File: config.mk
export PLATFORM = sky130hd
export DESIGN_NAME = univ_shift_reg
export DESIGN_NICKNAME = d
export VERILOG_FILES = /design/src/rtl/univ_shift_reg.sv
export SDC_FILE = /design/constraint.sdc
export NUM_CORES = 1
export LEC_CHECK = 0
export CAP_MARGIN = 0
export CORE_MARGIN = 3
export CORE_UTILIZATION = 48
export CTS_CLUSTER_SIZE = 24
export DETAILED_ROUTE_END_ITERATION = 12
export PLACE_DENSITY = 0.78
export SYNTH_ARGS = -nofsm -noshare
export SYNTH_HDL_FRONTEND = slang
export SYNTH_SLANG_ARGS = --single-unit
File: constraint.sdc
create_clock -name clk -period 2.9 [get_ports clk]
set_input_delay 0.58 -clock clk [delete_from_list [all_inputs] [get_ports clk]]
set_output_delay 0.58 -clock clk [all_outputs]
set_load 0.02 [all_outputs]
File: src/rtl/univ_shift_reg.sv
// Universal shift register: single-step shift/rotate/load/clear while idle,
// plus a counted burst mode that repeats one latched operation shamt times.
module univ_shift_reg #(
    parameter int unsigned WIDTH = 8,
    parameter int unsigned CNT_W = 4
) (
    input  logic             clk,
    input  logic             rst_n,
    input  logic             en,
    input  logic [2:0]       mode,
    input  logic             d_in,
    input  logic [WIDTH-1:0] p_in,
    input  logic             start,
    input  logic [CNT_W-1:0] shamt,
    output logic [WIDTH-1:0] d_out,
    output logic             s_out,
    output logic             busy,
    output logic             done
);

    localparam logic [2:0] M_HOLD = 3'b000;
    localparam logic [2:0] M_SHL  = 3'b001;
    localparam logic [2:0] M_SHR  = 3'b010;
    localparam logic [2:0] M_ROL  = 3'b011;
    localparam logic [2:0] M_ROR  = 3'b100;
    localparam logic [2:0] M_LOAD = 3'b101;
    localparam logic [2:0] M_ASR  = 3'b110;
    localparam logic [2:0] M_CLR  = 3'b111;

    typedef enum logic [1:0] {
        IDLE = 2'd0,
        RUN  = 2'd1,
        DONE = 2'd2
    } state_t;

    state_t             state_q, state_d;
    logic [CNT_W-1:0]   cnt_q, cnt_d;
    logic [2:0]         mode_q, mode_d;
    logic [WIDTH-1:0]   data_q, data_d;
    logic               s_q, s_d;
    logic               busy_q, busy_d;
    logic               done_q, done_d;
    logic               do_step;
    logic [2:0]         step_mode;

    // Sequencing: decides whether a step happens this edge and which mode it uses.
    always_comb begin
        state_d   = state_q;
        cnt_d     = cnt_q;
        mode_d    = mode_q;
        do_step   = 1'b0;
        step_mode = mode;
        case (state_q)
            IDLE: begin
                if (start) begin
                    if (shamt != '0) begin
                        mode_d  = mode;
                        cnt_d   = shamt;
                        state_d = RUN;
                    end else begin
                        state_d = DONE;
                    end
                end else if (en) begin
                    do_step = 1'b1;
                end
            end
            RUN: begin
                do_step   = 1'b1;
                step_mode = mode_q;
                cnt_d     = cnt_q - CNT_W'(1);
                if (cnt_q == CNT_W'(1)) begin
                    state_d = DONE;
                end
            end
            DONE: begin
                state_d = IDLE;
            end
            default: begin
                state_d = IDLE;
            end
        endcase
        busy_d = (state_d == RUN);
        done_d = (state_d == DONE);
    end

    // One step of the selected operation; s_out only moves on shift/rotate.
    always_comb begin
        data_d = data_q;
        s_d    = s_q;
        if (do_step) begin
            case (step_mode)
                M_HOLD: data_d = data_q;
                M_SHL: begin
                    data_d = {data_q[WIDTH-2:0], d_in};
                    s_d    = data_q[WIDTH-1];
                end
                M_SHR: begin
                    data_d = {d_in, data_q[WIDTH-1:1]};
                    s_d    = data_q[0];
                end
                M_ROL: begin
                    data_d = {data_q[WIDTH-2:0], data_q[WIDTH-1]};
                    s_d    = data_q[WIDTH-1];
                end
                M_ROR: begin
                    data_d = {data_q[0], data_q[WIDTH-1:1]};
                    s_d    = data_q[0];
                end
                M_LOAD: data_d = p_in;
                M_ASR: begin
                    data_d = {data_q[WIDTH-1], data_q[WIDTH-1:1]};
                    s_d    = data_q[0];
                end
                M_CLR:   data_d = '0;
                default: data_d = data_q;
            endcase
        end
    end

    always_ff @(posedge clk or negedge rst_n) begin
        if (!rst_n) begin
            state_q <= IDLE;
            cnt_q   <= '0;
            mode_q  <= M_HOLD;
            data_q  <= '0;
            s_q     <= 1'b0;
            busy_q  <= 1'b0;
            done_q  <= 1'b0;
        end else begin
            state_q <= state_d;
            cnt_q   <= cnt_d;
            mode_q  <= mode_d;
            data_q  <= data_d;
            s_q     <= s_d;
            busy_q  <= busy_d;
            done_q  <= done_d;
        end
    end

    assign d_out = data_q;
    assign s_out = s_q;
    assign busy  = busy_q;
    assign done  = done_q;

endmodule

---- Word-level counts from Yosys, hierarchy flattened ----
Index checks and enable logic that the tools add are counted.
cells by class
  shift-type cells ........................ 0
  div/mod/pow operators ................... 0
  eq/ne operators ......................... 13
  order comparisons ....................... 0
  bitwise gates (word level) .............. 2
  reductions and logical operators ........ 12
  multiply operators ...................... 0
  multiplexer cells ....................... 13
  add/sub/neg operators ................... 1
operators by type and width
  operator               count
  $pmux W8 S7            1
  $eq A3 B3 Y1 const B   4
  $reduce_and A3 Y1      3
  $mux W4                2
  $pmux W4 S2            1
  $eq A3 B2 Y1 const B   2
  $mux W2                3
  $eq A2 B1 Y1 const B   2
  $eq A4 B1 Y1 const B   1
  $ne A2 B2 Y1 const B   2
  $pmux W1 S2            2
  $pmux W2 S2            1
  $reduce_and A2 Y1      2
  $reduce_bool A2 Y1     2
  $reduce_bool A4 Y1     1
  $sub A4 B1 Y4 const B  1
  $eq A3 B1 Y1 const B   1
  $logic_not A3 Y1       1
  $mux W3                1
  $reduce_or A3 Y1       1
  $eq A2 B2 Y1 const B   1
  $logic_not A2 Y1       1
  $mux W1                2
  $not A1 Y1             2
  $reduce_or A2 Y1       1
word-level totals
  RAM bits ................................ 0
  input bits .............................. 20
  bits in latches ......................... 0
  bits in read-only memories .............. 0
  logic and storage cells ................. 49
  flip-flop bits (word level) ............. 20
  memories ................................ 0

---- Depth between registers and ports, before layout ----
Gate-level depths: netlist of the first run.
  depth in word-level cells ............... 6
  depth in mapped cells ................... 8
  depth with buffers taken out ............ 6

---- Least setup slack after synthesis of the first run ----
No wires, ideal clock.
  kind .................................... input port to flip-flop
  start point ............................. input port shamt[0]
  end point ............................... register mode_q[0]
  setup slack ............................. 1.097 ns
  cell stages on the path ................. 3
  setup time .............................. 0.125 ns
  arrival ................................. 1.678 ns
  path through ............................ or4_4 > nand3_1 > mux2_2
between the ends
  word-level cells in the longest chain between the ends .. 2
ends and longest elaborated chain
  item                         line  source
  from (decl)                  14    input logic [CNT_W-1:0] shamt,
  $reduce_bool A4 Y1           56    if (shamt != '0) begin
  $reduce_and A3 Y1 (no line)  n/a
  to (signal assigned)         132   mode_q <= mode_d;
  to (decl)                    38    logic [2:0] mode_q, mode_d;
Every way passes these cells.
A chain may end at the register's enable or synchronous reset.

---- Final worst setup path of the first run ----
  start point ............................. register state_q[1]
  end point ............................... register s_q, in the netlist s_out
between the ends
  word-level cells in the longest chain between the ends .. 6
ends and longest elaborated chain
  item                                                                   line  source
  from (decl)                                                            36    state_t state_q, state_d;
  from (signal assigned)                                                 130   state_q <= state_d;
  $eq A2 B1 Y1                                                           53    case (state_q)
  $mux W3                                                                53
  $eq A3 B3 Y1 (tied with other cells)                                   91    case (step_mode)
  $reduce_or A3 Y1 (no line) / $reduce_or A2 Y1 (equally long branches)  n/a
  $reduce_bool A2 Y1 (no line)                                           n/a
  $reduce_and A2 Y1 (no line)                                            n/a
  to (signal assigned)                                                   126   s_q <= 1'b0;
  to (signal assigned)                                                   134   s_q <= s_d;
  to (decl)                                                              40    logic s_q, s_d;
Parallel ways exist; a longest one is shown, timed or not.

==> flow_summary.json, run 1 <==
{
  "fillers": 210,
  "grt.total_usage_pct": 18.8,
  "cap_violations": 0,
  "cts_buffer_depth": 2,
  "slowest_delay_ns": 0.57,
  "crit_arrival_ns": 2.39,
  "grt_start_max_net_pins": 21,
  "yosysMostFrequentCell": "dfrtp_1",
  "synth_cells": 132,
  "rsz0062_at_grt": "false",
  "clk_pin_slew_worst_paths_ns": 0.11,
  "post_cts_buffers": 0,
  "syn_area_per_cell_um2": 9.72,
  "diodes": 0,
  "fmax_mhz": 457,
  "cp_cell_sequence": "nand2b_2 > mux2i_4 > a21oi_2 > o21ai_2 > mux2_2",
  "required_ns": 3.10,
  "status": "complete, no violations",
  "port_buffers": 30,
  "tightest_slew_ns": 0.930,
  "grt_pass1_wl_mm": 4.86,
  "cts_resized": 0,
  "drt-vias-per-instance": 5.84,
  "cts_root_buf": "clkbuf_4",
  "hp-class": "reg -> reg",
  "cts_made_buffers": 3,
  "yosysUniqueCellTypes": 39,
  "skew_ns": 0.00345,
  "drc": 0,
  "reg2reg_depth": 5,
  "drtPass1Iterations": 4,
  "critical_path_class": "reg -> reg",
  "setup_viol": 0,
  "grt_pass1_vias": 1050,
  "ant_nets": 0,
  "die_y_um": 57.7,
  "grt_antenna_before_repair": 0,
  "drt-initial-drc-count": 56,
  "ys.flop_type": "dfrtp_1",
  "dieArea_um2": 3330,
  "synth_top_cells_by_count": "dfrtp_1, o21ai_0, nand2_1, nor2_1",
  "yosysWarningCount": 0,
  "gp_congestion": 0.863,
  "drive_gt1_share_pct": 15.6,
  "area_growth_pct": 23.9,
  "power_density_nw_per_um2": 1180,
  "fin_ws_ns": 0.713,
  "preCtsSetupSlack_ns": 0.527,
  "dp_hpwl_mm": 2.16,
  "leakagePower_nw": 0.643,
  "setup_tns_ns": 0,
  "synth_area_um2": 1280,
  "htree_levels": 1,
  "synth_edf_count": 0,
  "rows": 18,
  "syn_nets": 154,
  "holdWs_ns": 0.517,
  "crit_slowest_cell": "dfrtp_1",
  "yosys-top-cells-area": "dfrtp_1, mux2_2, buf_6",
  "cts.sink_count": 20,
  "fin_nets": 183,
  "min_path_cells": 1,
  "cp_max_fo": 13,
  "async_flop_share_pct": 100,
  "coreArea_um2": 2500,
  "synth_top_area_share_pct": 39.0,
  "synth_largest_area_cell": "dfrtp_1",
  "cts_tree": "built",
  "vdd_ir_drop_max_mv": 0.831,
  "fin_crit_sh_pct": 75.4,
  "wire_per_inst_um": 15.4,
  "finalHoldViolations": 0,
  "cp-start-kind": "flop",
  "grt_remaining_overflow": 0,
  "routed_wl_mm": 2.93,
  "fp.dieW_um": 57.7,
  "pin_count": 31,
  "cts_hold_buf": 0,
  "fin_crit_ns": 2.19,
  "num_vias": 1109,
  "drv_slew": 0,
  "yosysSeqAreaShare_pct": 39.0,
  "relSlewSlack_pct": 37.8,
  "clk-insertion-delay-late_ns": 0.30,
  "start_util_pct": 51.3,
  "critPathCaptureType": "flop",
  "ys_seq_elements": 20
}
[stage by stage]
step,power [mW],std cells,area [um^2],util (%)
2_1_floorplan,1.45,132,1280,-
3_3_place_gp,1.68,186,1550,62.1
3_5_place_dp,1.71,186,1550,62.1
4_1_cts,1.89,190,1590,63.6
5_1_grt,2.04,190,1590,63.6
6_report,1.88,190,1590,63.6
[cell usage in the layout (no fill, tap or decap), types with 2 or more instances in the layout]
cell	netlist	final
nand2_1	11	11
and2b_1	2	2
mux2_2	7	7
o211ai_1	2	2
o21ai_0	12	12
a221oi_1	2	2
mux2i_1	3	3
nor2_2	2	2
inv_1	6	6
clkbuf_4	0	3
ha_1	2	2
dfrtp_1	20	20
o21ai_2	2	2
nor3_1	5	5
clkdlybuf4s50_1	0	30
a31oi_1	4	4
a21oi_1	7	7
nor2_1	11	11
o22ai_1	4	4
nand2b_1	4	4
[state kept, by name (all words and copies together) (netlist names)]
| signal | flops |
|---|---|
| busy | 1 |
| cnt_q | 4 |
| d_out | 8 |
| done | 1 |
| mode_q | 3 |
| s_out | 1 |
| state_q | 2 |
[where the power goes]
part / switching [mW] / internal [mW] / total, mW
registers: 0.153 / 0.421 / 0.574
clock network: 0.0869 / 0.0767 / 0.164
logic: 0.606 / 0.538 / 1.14
[layout make-up]
| type | instances | area, um^2 | area share, % |
|---|---|---|---|
| multi-input cells | 100 | 692 | 43.5 |
| inverters | 6 | 22.5 | 1.42 |
| well taps | 30 | 37.5 | 2.36 |
| clock buffers | 4 | 36.3 | 2.28 |
| repair buffers | 30 | 300 | 18.9 |
| flip-flops and latches | 20 | 500 | 31.5 |
[logic make-up after synthesis]
logic type	Yosys count	synth area share, %
adder cells (fa/ha/maj)	2	1.95
AO/OA/AOI/OAI	40	20.9
buffers and inverters	12	7.02
XOR/XNOR	1	0.683
multiplexers	12	11.4
flip-flops	20	39.0
AND/OR/NAND/NOR	45	19.0
[worst paths after layout]
path	slack (ns)	endpoint	start
worst min-delay path	0.52	cnt_q[0]	cnt_q[0]
min in group asynchronous	0.78	cnt_q[3]	rst_n
worst max-delay path	0.71	s_out	state_q[1]
max in group asynchronous	1.55	mode_q[2]	rst_n
worst min register to register	0.52	cnt_q[0]	cnt_q[0]
worst max register to register	0.71	s_out	state_q[1]
[layer usage]
metal,up-vias,track usage (%),share of wire [%]
met5,-,0,0
met4,0,8.61,2.0
met3,8,2.90,4.6
met2,42,30.8,51
met1,528,24.5,42
li1,531,-,-
[critical path: cells and delay by family, from the launching register on]
family / cells / cell delay (ns)
flops: 1 / 0.57
compound gates: 2 / 0.34
mux: 2 / 0.81
simple gates: 1 / 0.35
(Power assumes the default switching activity.)
==> run 2: changes to the inputs <==
==> constraint.sdc (replaced) <==
create_clock -name clk -period 2.25 [get_ports clk]
set_input_delay 0.45 -clock clk [delete_from_list [all_inputs] [get_ports clk]]
set_output_delay 0.45 -clock clk [all_outputs]
set_load 0.02 [all_outputs]
==> run 2 against run 1 <==
  * Routed wire length increased by 1.0%
  * Critical path depth is the same
  * Flip-flop and latch count unchanged
  * Power grew 33%
  * Sequential power is 26% higher
  * Clock power grew 29%
  * Register-to-register slack worse by 0.35 ns
==> flow_summary.json, run 2 (same netlist as run 1, synthesis figures left out) <==
{
  "area_growth_pct": 28.6,
  "skew_ns": 0.00620,
  "grt_remaining_overflow": 0,
  "power_mw": 2.51,
  "diodes": 0,
  "p_sw_mw": 1.10,
  "holdWs_ns": 0.466,
  "cp_cell_sequence": "and2b_1 > mux2_4 > nor2_2 > nand2_1 > a41oi_1",
  "drc": 0,
  "drt-vias-per-instance": 5.72,
  "fin_nets": 191,
  "cp_max_fo": 9,
  "crit_arrival_ns": 2.12,
  "preCtsSetupSlack_ns": 0.0960,
  "p_int_mw": 1.40,
  "gp_congestion": 0.878,
  "placed_area_um2": 1610,
  "die_y_um": 57.7,
  "critical_path_class": "reg -> reg",
  "coreArea_um2": 2500,
  "cts_resized": 0,
  "power_density_nw_per_um2": 1520,
  "final_cells": 198,
  "grt_antenna_before_repair": 0,
  "relSlewSlack_pct": 61.8,
  "cts_root_buf": "clkbuf_4",
  "crit_slowest_cell": "dfrtp_1",
  "p_seq_share_pct": 28.9,
  "drt-initial-drc-count": 64,
  "clk_pin_slew_worst_paths_ns": 0.11,
  "dp_hpwl_mm": 2.28,
  "vdd_ir_drop_max_mv": 1.17,
  "rsz0062_at_grt": "false",
  "dp.cells": 194,
  "finalHoldViolations": 0,
  "tightest_slew_ns": 0.572,
  "routed_wl_mm": 2.96,
  "status": "complete, no violations",
  "slowest_delay_ns": 0.57,
  "layout_common_cells": "clkdlybuf4s50_1, dfrtp_1, o21ai_0",
  "cts_made_buffers": 3,
  "setup_tns_ns": 0,
  "grt.total_usage_pct": 19.3,
  "fin_crit_ns": 1.88,
  "p_sw_share_pct": 44.0,
  "start_util_pct": 51.3,
  "leakagePower_nw": 0.682,
  "grt_pass1_vias": 1113,
  "postLayoutCoreUtil_pct": 66.0,
  "dieArea_um2": 3330,
  "post_cts_buffers": 0,
  "grt_start_max_net_pins": 21,
  "largest_reg_flops": 8,
  "fmax_mhz": 531,
  "cts_buffer_depth": 2,
  "power_frac_clock_pct": 8.4,
  "cp-start-kind": "flop",
  "htree_levels": 1,
  "num_vias": 1133,
  "clk-insertion-delay-late_ns": 0.31,
  "pin_count": 31,
  "comb_power_share_pct": 62.6,
  "setup_viol": 0,
  "hp-class": "in -> async",
  "ant_nets": 0,
  "required_ns": 2.48,
  "drtPass1Iterations": 4,
  "fin_ws_ns": 0.366,
  "critPathCaptureType": "flop",
  "drive_gt1_share_pct": 19.6,
  "wire_per_inst_um": 14.9,
  "cts.sink_count": 20,
  "fin_crit_sh_pct": 83.7,
  "final_common_cell": "clkdlybuf4s50_1",
  "fp.dieW_um": 57.7,
  "port_buffers": 30,
  "grt_pass1_wl_mm": 4.97,
  "fin_area_um2": 1650,
  "cts_hold_buf": 0,
  "drv_slew": 0,
  "cts_tree": "built",
  "rows": 18,
  "cap_violations": 0
}
## run 2: cell types whose count changed in the layout (fill, tap and decap cells not counted), sizes merged
| cell | before | now |
|---|---|---|
| buf | 0 | 8 |
## run 2: critical path, delay by kind of cell, from the launching register on
| kind | cells | cell delay [ns] |
|---|---|---|
| simple gates | 3 | 0.68 |
| compound gates | 1 | 0.20 |
| mux | 1 | 0.35 |
| flops | 1 | 0.57 |
## run 2: per-layer routing
metal	GRT usage (%)	vias up	share of wire [%]
met3	4.68	2	5.2
met1	25.9	556	44
li1	-	544	-
met2	31.6	31	51
met5	0	-	0
met4	4.30	0	0.47
## run 2: power groups by stage
stage	Clock (mW)	Combinational (mW)	Sequential, mW
after floorplan	0	1.09	0.785
after global placement	0	1.52	0.722
after detailed placement	0	1.57	0.728
after CTS	0.218	1.57	0.724
final	0.211	1.57	0.726
after global routing	0.237	1.73	0.750
## run 2: layout make-up
| cell class | instances | area, um^2 |
|---|---|---|
| Clock buffer | 4 | 36.3 |
| Multi-Input combinational cell | 100 | 692 |
| Fill cell | 200 | 851 |
| Tap cell | 30 | 37.5 |
| Sequential cell | 20 | 500 |
| Timing Repair Buffer | 38 | 360 |
| Inverter | 6 | 22.5 |
## run 2: worst paths after layout
check | cells past startpoint | from | end | slack, ns
setup reg to reg | 5 | state_q[0] | d_out[7] | 0.37
hold reg to reg | 1 | s_out | s_out | 0.53
hold / removal | 2 | rst_n | d_out[4] | 0.47
min in group clk | 1 | s_out | s_out | 0.53
max in group asynchronous | 2 | rst_n | d_out[0] | 1.57
setup / recovery | 5 | state_q[0] | d_out[7] | 0.37
==> run 3: changes to the inputs <==
--- a/config.mk
+++ b/config.mk
@@ -7,10 +7,10 @@
 export LEC_CHECK = 0
 export CAP_MARGIN = 0
 export CORE_MARGIN = 3
-export CORE_UTILIZATION = 48
+export CORE_UTILIZATION = 44
 export CTS_CLUSTER_SIZE = 24
 export DETAILED_ROUTE_END_ITERATION = 12
-export PLACE_DENSITY = 0.78
+export PLACE_DENSITY = 0.75
 export SYNTH_ARGS = -nofsm -noshare
 export SYNTH_HDL_FRONTEND = slang
 export SYNTH_SLANG_ARGS = --single-unit
==> constraint.sdc (replaced) <==
create_clock -name clk -period 1.6 [get_ports clk]
set_input_delay 0.32 -clock clk [delete_from_list [all_inputs] [get_ports clk]]
set_output_delay 0.32 -clock clk [all_outputs]
set_load 0.02 [all_outputs]
==> run 3 against run 2 <==
  * The flow now finishes with violations (setup timing)
  * Power is 69% higher
  * Die area is 8.1% higher
  * Global-route usage is 1.6 points higher
  * Clock skew is 0.0019 ns higher
  * Flip-flop and latch count stayed put
  * Clock power is 98% higher
  * Via count is 8.5% higher
  * Largest cell class unchanged
  * Highest routed layer unchanged
==> flow_summary.json, run 3 (same netlist as run 1, synthesis figures left out) <==
{
  "start_util_pct": 49.1,
  "crit_arrival_ns": 1.90,
  "cp_max_fo": 5,
  "largest_reg_flops": 8,
  "die_y_um": 60.0,
  "ant_nets": 0,
  "drt-vias-per-instance": 5.64,
  "htree_levels": 1,
  "drt-initial-drc-count": 71,
  "hp-class": "in -> reg",
  "num_vias": 1229,
  "area_growth_pct": 47.9,
  "fin_crit_ns": 1.70,
  "power_frac_clock_pct": 9.9,
  "regArea_um2": 503,
  "grt.total_usage_pct": 20.8,
  "dp_hpwl_mm": 2.57,
  "placed_area_um2": 1770,
  "grt_start_max_net_pins": 21,
  "cp.buffers_inverters": 0,
  "cap_violations": 0,
  "finalHoldViolations": 0,
  "relSlewSlack_pct": 74.4,
  "rsz0062_at_grt": "true",
  "drive_gt1_share_pct": 35.1,
  "wire_per_inst_um": 16.1,
  "coreArea_um2": 2610,
  "vdd_ir_drop_max_mv": 1.90,
  "clk-insertion-delay-late_ns": 0.31,
  "multi_input_area_um2": 766,
  "port_buffers": 30,
  "min_to": "cnt_q[3]",
  "routed_wl_mm": 3.50,
  "slowest_delay_ns": 0.52,
  "p_sw_mw": 1.79,
  "drtPass1Iterations": 4,
  "fin_ws_ns": -0.0985,
  "cts_made_buffers": 3,
  "hold_start": "shamt[3]",
  "power_density_nw_per_um2": 2230,
  "critPathCaptureType": "flop",
  "dieArea_um2": 3600,
  "critical_path_class": "reg -> reg",
  "pin_count": 31,
  "violations": "setup timing",
  "tightest_slew_ns": 0.383,
  "regToRegSetupSlack_ns": -0.1,
  "grt_pass1_vias": 1205,
  "required_ns": 1.80,
  "gp_congestion": 0.865,
  "cts.sink_count": 20,
  "setup_viol": 9,
  "crit_slowest_cell": "or4b_4",
  "p_int_mw": 2.44,
  "status": "finished with violations",
  "fp.dieW_um": 60.0,
  "leakagePower_nw": 0.847,
  "drc": 0,
  "fmax_mhz": 589,
  "cts_buffer_depth": 2,
  "p_seq_share_pct": 23.6,
  "cp-start-kind": "flop",
  "comb_power_share_pct": 66.5,
  "fin_area_um2": 1900,
  "diodes": 0,
  "rows": 18,
  "reg2reg_depth": 5,
  "grt_pass1_wl_mm": 5.64,
  "skew_ns": 0.00814,
  "p_sw_share_pct": 42.3,
  "clk_pin_slew_worst_paths_ns": 0.12,
  "final_common_cell": "buf_4",
  "min_path_cells": 3,
  "fin_nets": 211,
  "final_cells": 218,
  "fin_crit_sh_pct": 106,
  "layout_common_cells": "buf_4, dfrtp_1, clkdlybuf4s50_1",
  "reg2reg_to": "s_out",
  "cp_cell_sequence": "or4b_4 > o31ai_4 > a21oi_2 > o21ai_2 > mux2_4",
  "grt_antenna_before_repair": 0,
  "cts_root_buf": "clkbuf_4",
  "drv_slew": 0,
  "cts_tree": "built",
  "fillers": 197,
  "dp.cells": 213,
  "r2r_start": "state_q[1]",
  "grt_remaining_overflow": 0,
  "holdWs_ns": 0.316,
  "critPathTopFamily": "simple AND/OR/NAND/NOR gates"
}
==> run 3: through the flow <==
stage | setup slack [ns] | power [mW] | TNS (ns) | util [%]
CTS | -0.101 | 4.11 | -0.597 | 70.9
floorplan | -0.109 | 2.67 | -0.219 | -
finish | -0.0985 | 4.23 | -0.447 | 72.6
global route | -0.141 | 4.52 | -1.02 | 72.6
global placement | -0.361 | 3.49 | -4.91 | 67.7
detailed placement | -0.403 | 3.59 | -5.51 | 67.7
==> run 3: final cells by class <==
class | count | area share [%]
inverter | 6 | 1.19
sequential | 20 | 26.5
clock buffer | 3 | 1.19
multi-input combinational | 100 | 40.4
clock inverter | 1 | 1.58
tap | 30 | 1.98
timing repair buffer | 58 | 27.2
==> run 3: power groups by stage <==
stage               clock (mW)  sequential [mW]  combinational (mW)
global route             0.446             1.03                3.04
floorplan                    0             1.11                1.56
CTS                      0.425            0.984                2.71
detailed placement           0            0.991                2.60
global placement             0            0.973                2.52
finish                   0.418            0.996                2.81
==> run 3: per-layer routing <==
| metal | GRT usage (%) | wire length [um] | up-vias |
|---|---|---|---|
| li1 | - | - | 591 |
| met1 | 27.3 | 1500 | 604 |
| met2 | 35.2 | 1820 | 30 |
| met3 | 4.75 | 150 | 4 |
| met4 | 4.11 | 33 | 0 |
| met5 | 0 | 0 | - |
==> run 3: timing repair <==
action	in CTS	in global routing
buffers inserted	0	1
endpoints found under the setup margin	22	16
hold buffers	0	0
resized for setup	21	12
pin swaps	2	2
==> run 3: worst register-to-register path: stages (launching register included) <==
cell     delay (ns)
dfrtp_2        0.46
or4b_4         0.52
o31ai_4        0.09
a21oi_2        0.12
o21ai_2        0.09
mux2_4         0.31
==> run 3: worst max path at each step <==
stage | start | endpoint | slack [ns] | cells after the start
6_report | state_q[1] | s_out | -0.1 | 5
4_1_cts | state_q[1] | s_out | -0.10 | 5
2_1_floorplan | state_q[1] | s_out | -0.11 | 6
3_3_place_gp | shamt[0] | mode_q[0] | -0.36 | 4
3_5_place_dp | shamt[0] | mode_q[1] | -0.40 | 4
5_1_grt | state_q[1] | s_out | -0.14 | 5
